--- config.mk ---
export PLATFORM = sky130hd
export DESIGN_NAME = input_port_router_flat
export DESIGN_NICKNAME = d
export VERILOG_FILES = /design/src/rtl/input_port_router_if.sv /design/src/rtl/input_port_router.sv /design/src/flat_wrapper.sv
export SDC_FILE = /design/constraint.sdc
export NUM_CORES = 1
export LEC_CHECK = 0
export ABC_CLOCK_PERIOD_IN_PS = 3700
export CORE_ASPECT_RATIO = 0.8
export CORE_UTILIZATION = 50
export CTS_CLUSTER_DIAMETER = 120
export DETAILED_ROUTE_END_ITERATION = 12
export GPL_TIMING_DRIVEN = 0
export PLACE_DENSITY = 0.74
export SYNTH_ARGS = -nofsm -noshare
export SYNTH_HDL_FRONTEND = slang
export SYNTH_SLANG_ARGS = --single-unit
--- constraint.sdc ---
create_clock -name clk -period 3.7 [get_ports clk]
set_clock_uncertainty 0.1 [all_clocks]
set_input_delay 0.74 -clock clk [delete_from_list [all_inputs] [get_ports clk]]
set_output_delay 0.74 -clock clk [all_outputs]
set_load 0.01 [all_outputs]
--- src/rtl/input_port_router_if.sv ---
// rtl/input_port_router_if.sv - link-side and consumer-side signal bundle of one router input port
interface input_port_router_if #(
    parameter int ADDR_W = 4,
    parameter int BANK_W = 4,
    parameter int DATA_W = 32
);
    logic                     readIn;
    logic                     writeIn;
    logic [ADDR_W+BANK_W-1:0] destinationAddressIn;
    logic [ADDR_W-1:0]        requesterAddressIn;
    logic [DATA_W-1:0]        dataIn;
    logic                     stallOut;

    logic                     selectBit_NORTH;
    logic                     selectBit_SOUTH;
    logic                     selectBit_EAST;
    logic                     selectBit_WEST;
    logic                     selectBit_LOCAL;
    logic                     acceptIn;
    logic [ADDR_W+BANK_W-1:0] destinationAddressOut;
    logic [ADDR_W-1:0]        requesterAddressOut;
    logic                     readOut;
    logic                     writeOut;
    logic [DATA_W-1:0]        dataOut;
    logic                     errorOut;

    modport slave (
        input  readIn, writeIn, destinationAddressIn, requesterAddressIn, dataIn, acceptIn,
        output stallOut, selectBit_NORTH, selectBit_SOUTH, selectBit_EAST, selectBit_WEST,
               selectBit_LOCAL, destinationAddressOut, requesterAddressOut, readOut, writeOut,
               dataOut, errorOut
    );

    modport master (
        output readIn, writeIn, destinationAddressIn, requesterAddressIn, dataIn, acceptIn,
        input  stallOut, selectBit_NORTH, selectBit_SOUTH, selectBit_EAST, selectBit_WEST,
               selectBit_LOCAL, destinationAddressOut, requesterAddressOut, readOut, writeOut,
               dataOut, errorOut
    );
endinterface

--- src/rtl/input_port_router.sv ---
// rtl/input_port_router.sv - router input FIFO with dimension-ordered (X then Y) head routing
module input_port_router #(
    parameter int ADDR_W = 4,
    parameter int BANK_W = 4,
    parameter int DATA_W = 32,
    parameter int DEPTH  = 4,
    parameter int MY_X   = 0,
    parameter int MY_Y   = 0
) (
    input  logic                clk,
    input  logic                reset,
    input_port_router_if.slave  port
);
    localparam int PTR_W  = $clog2(DEPTH);
    localparam int CNT_W  = PTR_W + 1;
    localparam int DEST_W = ADDR_W + BANK_W;
    localparam int HW     = ADDR_W / 2;
    localparam logic [HW-1:0]    MY_X_L = HW'(MY_X);
    localparam logic [HW-1:0]    MY_Y_L = HW'(MY_Y);
    localparam logic [CNT_W-1:0] FULL_CNT = CNT_W'(DEPTH);

    logic [DEST_W-1:0] dest_mem_q [DEPTH];
    logic [ADDR_W-1:0] req_mem_q  [DEPTH];
    logic [DATA_W-1:0] data_mem_q [DEPTH];
    logic              wr_mem_q   [DEPTH];

    logic [PTR_W-1:0] wr_ptr_q, wr_ptr_d;
    logic [PTR_W-1:0] rd_ptr_q, rd_ptr_d;
    logic [CNT_W-1:0] count_q, count_d;
    logic             error_q, error_d;

    logic full, empty, head_valid, pkt_legal, pkt_illegal, push, pop, any_sel;
    logic sel_n, sel_s, sel_e, sel_w, sel_l;
    logic [DEST_W-1:0] head_dest;
    logic [HW-1:0]     dx, dy;

    assign full        = (count_q == FULL_CNT);
    assign empty       = (count_q == '0);
    assign head_valid  = ~empty;
    assign pkt_legal   = port.readIn ^ port.writeIn;
    assign pkt_illegal = port.readIn & port.writeIn;
    // A full FIFO refuses the push even when the head pops this same cycle.
    assign push        = pkt_legal & ~full;
    assign pop         = head_valid & port.acceptIn & any_sel;

    assign head_dest = dest_mem_q[rd_ptr_q];
    assign dx        = head_dest[DEST_W-1 -: HW];
    assign dy        = head_dest[BANK_W +: HW];

    always_comb begin
        sel_n = 1'b0;
        sel_s = 1'b0;
        sel_e = 1'b0;
        sel_w = 1'b0;
        sel_l = 1'b0;
        if (head_valid) begin
            if (dx > MY_X_L)      sel_e = 1'b1;
            else if (dx < MY_X_L) sel_w = 1'b1;
            else if (dy > MY_Y_L) sel_s = 1'b1;
            else if (dy < MY_Y_L) sel_n = 1'b1;
            else                  sel_l = 1'b1;
        end
    end
    assign any_sel = sel_n | sel_s | sel_e | sel_w | sel_l;

    always_comb begin
        wr_ptr_d = push ? wr_ptr_q + PTR_W'(1) : wr_ptr_q;
        rd_ptr_d = pop  ? rd_ptr_q + PTR_W'(1) : rd_ptr_q;
        count_d  = count_q;
        case ({push, pop})
            2'b10:   count_d = count_q + CNT_W'(1);
            2'b01:   count_d = count_q - CNT_W'(1);
            default: count_d = count_q;
        endcase
        error_d = error_q | pkt_illegal | (pkt_legal & full);
    end

    always_ff @(posedge clk) begin
        if (!reset) begin
            wr_ptr_q <= '0;
            rd_ptr_q <= '0;
            count_q  <= '0;
            error_q  <= 1'b0;
        end else begin
            wr_ptr_q <= wr_ptr_d;
            rd_ptr_q <= rd_ptr_d;
            count_q  <= count_d;
            error_q  <= error_d;
        end
    end

    // Storage needs no reset: head outputs are masked whenever the FIFO is empty.
    always_ff @(posedge clk) begin
        if (reset && push) begin
            dest_mem_q[wr_ptr_q] <= port.destinationAddressIn;
            req_mem_q[wr_ptr_q]  <= port.requesterAddressIn;
            data_mem_q[wr_ptr_q] <= port.dataIn;
            wr_mem_q[wr_ptr_q]   <= port.writeIn;
        end
    end

    assign port.stallOut              = full;
    assign port.errorOut              = error_q;
    assign port.selectBit_NORTH       = sel_n;
    assign port.selectBit_SOUTH       = sel_s;
    assign port.selectBit_EAST        = sel_e;
    assign port.selectBit_WEST        = sel_w;
    assign port.selectBit_LOCAL       = sel_l;
    assign port.destinationAddressOut = head_valid ? head_dest : '0;
    assign port.requesterAddressOut   = head_valid ? req_mem_q[rd_ptr_q] : '0;
    assign port.dataOut               = head_valid ? data_mem_q[rd_ptr_q] : '0;
    assign port.writeOut              = head_valid & wr_mem_q[rd_ptr_q];
    assign port.readOut               = head_valid & ~wr_mem_q[rd_ptr_q];
endmodule

--- src/flat_wrapper.sv ---
// flat-port wrapper written by rule: the top's interface ports become plain ports
module input_port_router_flat 
#(
    parameter int ADDR_W = 4,
    parameter int BANK_W = 4,
    parameter int DATA_W = 32,
    parameter int DEPTH  = 4,
    parameter int MY_X   = 0,
    parameter int MY_Y   = 0
)
  (clk, reset, port_readIn, port_writeIn, port_destinationAddressIn, port_requesterAddressIn, port_dataIn, port_acceptIn, port_stallOut, port_selectBit_NORTH, port_selectBit_SOUTH, port_selectBit_EAST, port_selectBit_WEST, port_selectBit_LOCAL, port_destinationAddressOut, port_requesterAddressOut, port_readOut, port_writeOut, port_dataOut, port_errorOut);
  input_port_router_if #(.ADDR_W(ADDR_W), .BANK_W(BANK_W), .DATA_W(DATA_W)) port_i ();
  input  logic clk;
  input  logic reset;
  input wire logic [$bits(port_i.readIn)-1:0] port_readIn;
  input wire logic [$bits(port_i.writeIn)-1:0] port_writeIn;
  input wire logic [$bits(port_i.destinationAddressIn)-1:0] port_destinationAddressIn;
  input wire logic [$bits(port_i.requesterAddressIn)-1:0] port_requesterAddressIn;
  input wire logic [$bits(port_i.dataIn)-1:0] port_dataIn;
  input wire logic [$bits(port_i.acceptIn)-1:0] port_acceptIn;
  output wire logic [$bits(port_i.stallOut)-1:0] port_stallOut;
  output wire logic [$bits(port_i.selectBit_NORTH)-1:0] port_selectBit_NORTH;
  output wire logic [$bits(port_i.selectBit_SOUTH)-1:0] port_selectBit_SOUTH;
  output wire logic [$bits(port_i.selectBit_EAST)-1:0] port_selectBit_EAST;
  output wire logic [$bits(port_i.selectBit_WEST)-1:0] port_selectBit_WEST;
  output wire logic [$bits(port_i.selectBit_LOCAL)-1:0] port_selectBit_LOCAL;
  output wire logic [$bits(port_i.destinationAddressOut)-1:0] port_destinationAddressOut;
  output wire logic [$bits(port_i.requesterAddressOut)-1:0] port_requesterAddressOut;
  output wire logic [$bits(port_i.readOut)-1:0] port_readOut;
  output wire logic [$bits(port_i.writeOut)-1:0] port_writeOut;
  output wire logic [$bits(port_i.dataOut)-1:0] port_dataOut;
  output wire logic [$bits(port_i.errorOut)-1:0] port_errorOut;
  assign port_i.readIn = port_readIn;
  assign port_i.writeIn = port_writeIn;
  assign port_i.destinationAddressIn = port_destinationAddressIn;
  assign port_i.requesterAddressIn = port_requesterAddressIn;
  assign port_i.dataIn = port_dataIn;
  assign port_i.acceptIn = port_acceptIn;
  assign port_stallOut = port_i.stallOut;
  assign port_selectBit_NORTH = port_i.selectBit_NORTH;
  assign port_selectBit_SOUTH = port_i.selectBit_SOUTH;
  assign port_selectBit_EAST = port_i.selectBit_EAST;
  assign port_selectBit_WEST = port_i.selectBit_WEST;
  assign port_selectBit_LOCAL = port_i.selectBit_LOCAL;
  assign port_destinationAddressOut = port_i.destinationAddressOut;
  assign port_requesterAddressOut = port_i.requesterAddressOut;
  assign port_readOut = port_i.readOut;
  assign port_writeOut = port_i.writeOut;
  assign port_dataOut = port_i.dataOut;
  assign port_errorOut = port_i.errorOut;
  input_port_router #(.ADDR_W(ADDR_W), .BANK_W(BANK_W), .DATA_W(DATA_W), .DEPTH(DEPTH), .MY_X(MY_X), .MY_Y(MY_Y)) u_core (.clk(clk), .reset(reset), .port(port_i));
endmodule
* Word-level counts from Yosys, hierarchy flattened
Memory sizes are Yosys's and may differ from the RTL's. A register that Yosys moved wholly into a read port is not among the register bits.
Index checks and enable logic that the tools add are counted.
** Cells by class
- Add/subtract/negate cells :: 4
- $lt $le $gt $ge :: 4
- Equality and inequality tests :: 3
- Multiplexer cells :: 33
- Bitwise logic cells :: 17
- Reduce and logical (&&, ||, !) cells :: 3
** Operators with widths (number)
- 32-bit two-way mux :: 1
- 1-bit two-way mux :: 21
- 2-bit two-way mux :: 8
- 8-bit two-way mux :: 1
- 1-bit bitwise AND :: 7
- 1-bit bitwise OR :: 6
- 3-bit case mux with 2 select lines :: 1
- 2-bit by 1-bit adder with 2-bit output, second input constant :: 2
- 2-bit by 1-bit > comparator with 1-bit output, second input constant :: 2
- 2-bit by 1-bit < comparator with 1-bit output, second input constant :: 2
- 4-bit two-way mux :: 1
- 3-bit by 1-bit adder with 3-bit output, second input constant :: 1
- 3-bit equality test, second input constant :: 1
- 3-bit logical NOT :: 1
- 1-bit inverter :: 3
- 3-bit by 1-bit subtractor with 3-bit output, second input constant :: 1
- 2-bit by 1-bit equality test with 1-bit output, second input constant :: 1
- 2-bit equality test, second input constant :: 1
- 2-bit nonzero test :: 1
- 1-bit logical AND :: 1
- 1-bit XOR :: 1
** Word-level totals
- Bits in registers :: 8
- RAM bits :: 180
- Bits of input ports :: 49
- Word-level logic and storage cells :: 72
- Memories :: 4
** Memory list
- u_core.data_mem_q :: words 4, width 32, read ports 1, clocked after Yosys merged registers in 1, write ports 1, RTL line input_port_router.sv:24 : logic [DATA_W-1:0] data_mem_q [DEPTH];
- u_core.dest_mem_q :: words 4, width 8, read ports 1, clocked after Yosys merged registers in 1, write ports 1, RTL line input_port_router.sv:22 : logic [DEST_W-1:0] dest_mem_q [DEPTH];
- u_core.req_mem_q :: words 4, width 4, read ports 1, clocked after Yosys merged registers in 1, write ports 1, RTL line input_port_router.sv:23 : logic [ADDR_W-1:0] req_mem_q [DEPTH];
- u_core.wr_mem_q :: words 4, width 1, read ports 1, clocked after Yosys merged registers in 1, write ports 1, RTL line input_port_router.sv:25 : logic wr_mem_q [DEPTH];

* Longest topological paths before layout
- Word-level depth :: 13
- Gate-level depth with buffers :: 10
- Depth with buffers taken out :: 10

* Worst setup path after synthesis
Ideal clock, no wire load.
- Kind :: input to register
- Start :: input port_writeIn
- End :: memory u_core.data_mem_q[1][0], enable pin
- Data arrival time :: 2446 ps
- Required time :: 3193 ps
- Setup slack :: 747 ps
- Stages :: 4
- Cells stage by stage :: ha_1 -> inv_1 -> nor2_1 -> and3_1
** On the way
- Longest elaborated chain between the ends :: 5
** RTL lines
- start, declared :: RTL line flat_wrapper.sv:16 : input wire logic [$bits(port_i.writeIn)-1:0] port_writeIn;
- 1-bit XOR :: RTL line input_port_router.sv:40 : assign pkt_legal = port.readIn ^ port.writeIn;
- 1-bit bitwise AND :: RTL line input_port_router.sv:43 : assign push = pkt_legal & ~full;
- 1-bit logical AND :: RTL line input_port_router.sv:94 : if (reset && push) begin
- 1-bit two-way mux :: RTL line input_port_router.sv:94
- 1-bit two-way mux (implied by the code) :: RTL line input_port_router.sv:97 : data_mem_q[wr_ptr_q] <= port.dataIn;
- end, declared :: RTL line input_port_router.sv:24
No other way between the ends.

==> reports/results.ini <==
[floorplan]
start_util_pct = 51.5
die_h_um = 111
num_rows = 39
io-pin-count = 102
die_area_um2 = 15300
die_x_um = 138
core-area_um2 = 14400

[cells_and_area]
layout_commonest_cell = edfxtp_1
final_cell_area_um2 = 9270
area.growth.synth_to_final_pct = 24.9
mostFrequentLayoutCells = edfxtp_1 (180), clkdlybuf4s50_1 (99), mux4_2 (45), and2_1 (45), clkbuf_16 (17)
nNetsFinal = 538
fillers = 978
diodes = 0
layout-drive-gt1-share_pct = 17.8

[synth]
syn-cell-area_um2 = 7420
synth_compound_area_share_pct = 1.01
seq_area_frac_synth_pct = 75.6
yosys_warnings = 0
yosys.cell_types.count = 30
synth_seq_cells = 190
avgSynthCellArea_um2 = 20.7
synthSimpleGateAreaFrac_pct = 5.43
netlist_instances = 359
synth_xor_xnor_area_share_pct = 0.472
synth-adder-area-share_pct = 1.28
synth_top_family_by_area = multiplexers
synthMuxAreaShare_pct = 14.2

[pwr]
p_per_area_nw_per_um2 = 684
leakagePower_uw = 0.00300
power_uw = 6340
vdd_drop_max_mv = 0.389

[timing]
max-slew-margin-rel_pct = 54.3
hold_violations = 0
slew_viol_final = 0
period_minus_slack_ns = 3.27
fin_tns_setup_ns = 0
fin_crit_sh_pct = 88.4
tightest_slew_ns = 0.685
rsz0062_at_grt = no
clock.fmax_mhz = 306
finalSetupViolations = 0
fin_hold_ws_ns = 0.398

[clock_tree]
cts_buffer_depth = 2
cts_hold_buf = 0
cts-root-buf = clkbuf_16
cts.reportedPaths.clkPinSlew_ns = 0.06
cts_setup_buffers = 0
cts_tree = yes
cts_resized = 0
h-tree-depth = 4
clock_latency_ns = 0.41
cts_sinks = 190
cts_buffers = 17

[setup_path]
critical_path.max_fanout = 10
endpoint_kind = output port
regToRegSetupSlack_ns = 1.01
slowest_stage = clkdlybuf4s50_1
required_ns = 2.86
worstPathArrival_ns = 2.43
critPathMaxStageDelay_ns = 0.55
crit_type = register to output port
start_kind = register
crit_chain = buf_6 > mux4_2 > nor2_1 > a21boi_2 > clkdlybuf4s50_1

[drt]
antenna_left = 0
drt-total-wl_um = 13100
via_count = 3651
first_pass_iters = 10
wire_per_inst_um = 19.4
drt_iter0_drc = 291
drc = 18
viasPerCell = 5.39

[place]
placed_cell_area_um2 = 8730
gp_congestion = 0.722
port_buffers = 99
hpwl_um = 8420

[global_routing]
top_usage_layer = met2
first_global_vias = 3879
use_met3_pct = 5.27
grt_start_max_net_pins = 27
antenna_found_initial = 0
grt_use_total_pct = 18.4
overflow = 0
grt.met2_usage_pct = 29.7
groute.layer.met1.usage_pct = 24.6
grt_pass1_wl_um = 20400

[worst_hold_path]
hp-class = register to register

[outcome]
violations = design-rule violations
outcome = complete, but fails checks

[job]
maxCapViolations = 0

sequential cells by signal, summed over array words and instances, names as in the netlist, named ones only:
name                  count
u_core.data_mem_q       128
u_core.count_q            3
u_core.wr_mem_q           4
u_core.dest_mem_q        32
u_core.rd_ptr_q           2
u_core.port.errorOut      1
u_core.req_mem_q         16
u_core.wr_ptr_q           2
cell usage after synthesis, drive strengths merged:
cell type | number | area share (%)
edfxtp | 180 | 73
and2 | 45 | 3.8
mux4 | 45 | 14
buf | 13 | 1.3
nor2 | 12 | 0.61
dfxtp | 10 | 2.7
inv | 9 | 0.46
ha | 6 | 1.0
a21oi | 5 | 0.34
and3 | 4 | 0.34
clkbuf | 4 | 0.20
mux2i | 4 | 0.54
xor2 | 4 | 0.47
o21ai | 3 | 0.20
nand3 | 2 | 0.13
or3 | 2 | 0.17
a211oi | 1 | 0.10
a21boi | 1 | 0.15
clkinv | 1 | 0.051
conb | 1 | 0.051
fa | 1 | 0.27
nand4 | 1 | 0.084
nand4b | 1 | 0.12
nor3 | 1 | 0.067
o311ai | 1 | 0.12
o31ai | 1 | 0.10
or3b | 1 | 0.12
area by class of cell:
type	instances	area, µm²	share of cell area (%)
Timing Repair Buffer	103	1070	11.6
Sequential cell	190	5610	60.5
Multi-Input combinational cell	143	1670	18.1
Clock buffer	22	444	4.79
Clock inverter	8	93.8	1.01
Inverter	10	37.5	0.405
Tap cell	184	230	2.48
Buffer	17	110	1.19
power by group:
group	leakage (µW)	total, µW	switching, µW	internal [µW]
combinational	0.00102	2110	934	1170
clock	0.000259	1680	695	981
sequential	0.00172	2560	55.2	2500
worst paths after layout:
kind,from,to,cells after the start
worst min-delay path,u_core.port.errorOut$_SDFF_PN0_,u_core.port.errorOut$_SDFF_PN0_,2
worst max register to register,u_core.count_q[2]$_SDFFE_PN0P_,u_core.count_q[2]$_SDFFE_PN0P_,10
worst max-delay path,register,port_selectBit_LOCAL,5
worst min register to register,u_core.port.errorOut$_SDFF_PN0_,u_core.port.errorOut$_SDFF_PN0_,2
metrics by stage:
step           std cells  util (%)  worst slack [ns]
6_report             677      64.4             0.429
5_1_grt              677      64.4             0.303
4_1_cts              677      64.4             0.375
3_5_place_dp         647      60.6             0.337
3_3_place_gp         643      60.0            -0.649
2_1_floorplan        360         -             0.747
worst max-delay path, delay by kind of cell, from the launching register on:
kind | cells | cell delay (ns)
muxes | 1 | 0.53
DFF | 1 | 0.35
AOI/OAI and AO/OA | 1 | 0.20
and+or+nand+nor | 1 | 0.19
buffers and inverters | 2 | 0.74
kinds of logic after synthesis:
logic type / Yosys count
simple gates: 69
buf+inv: 27
flops: 190
compound gates: 12
other cells: 1
mux: 49
xor+xnor: 4
fa+ha+maj: 7
metal layers:
layer / share of wire (%) / wire, µm
met5: 0 / 0
met1: 43 / 5700
met2: 50 / 6570
met3: 5.7 / 746
met4: 0.94 / 123
Power figures use the tool's default switching activity.
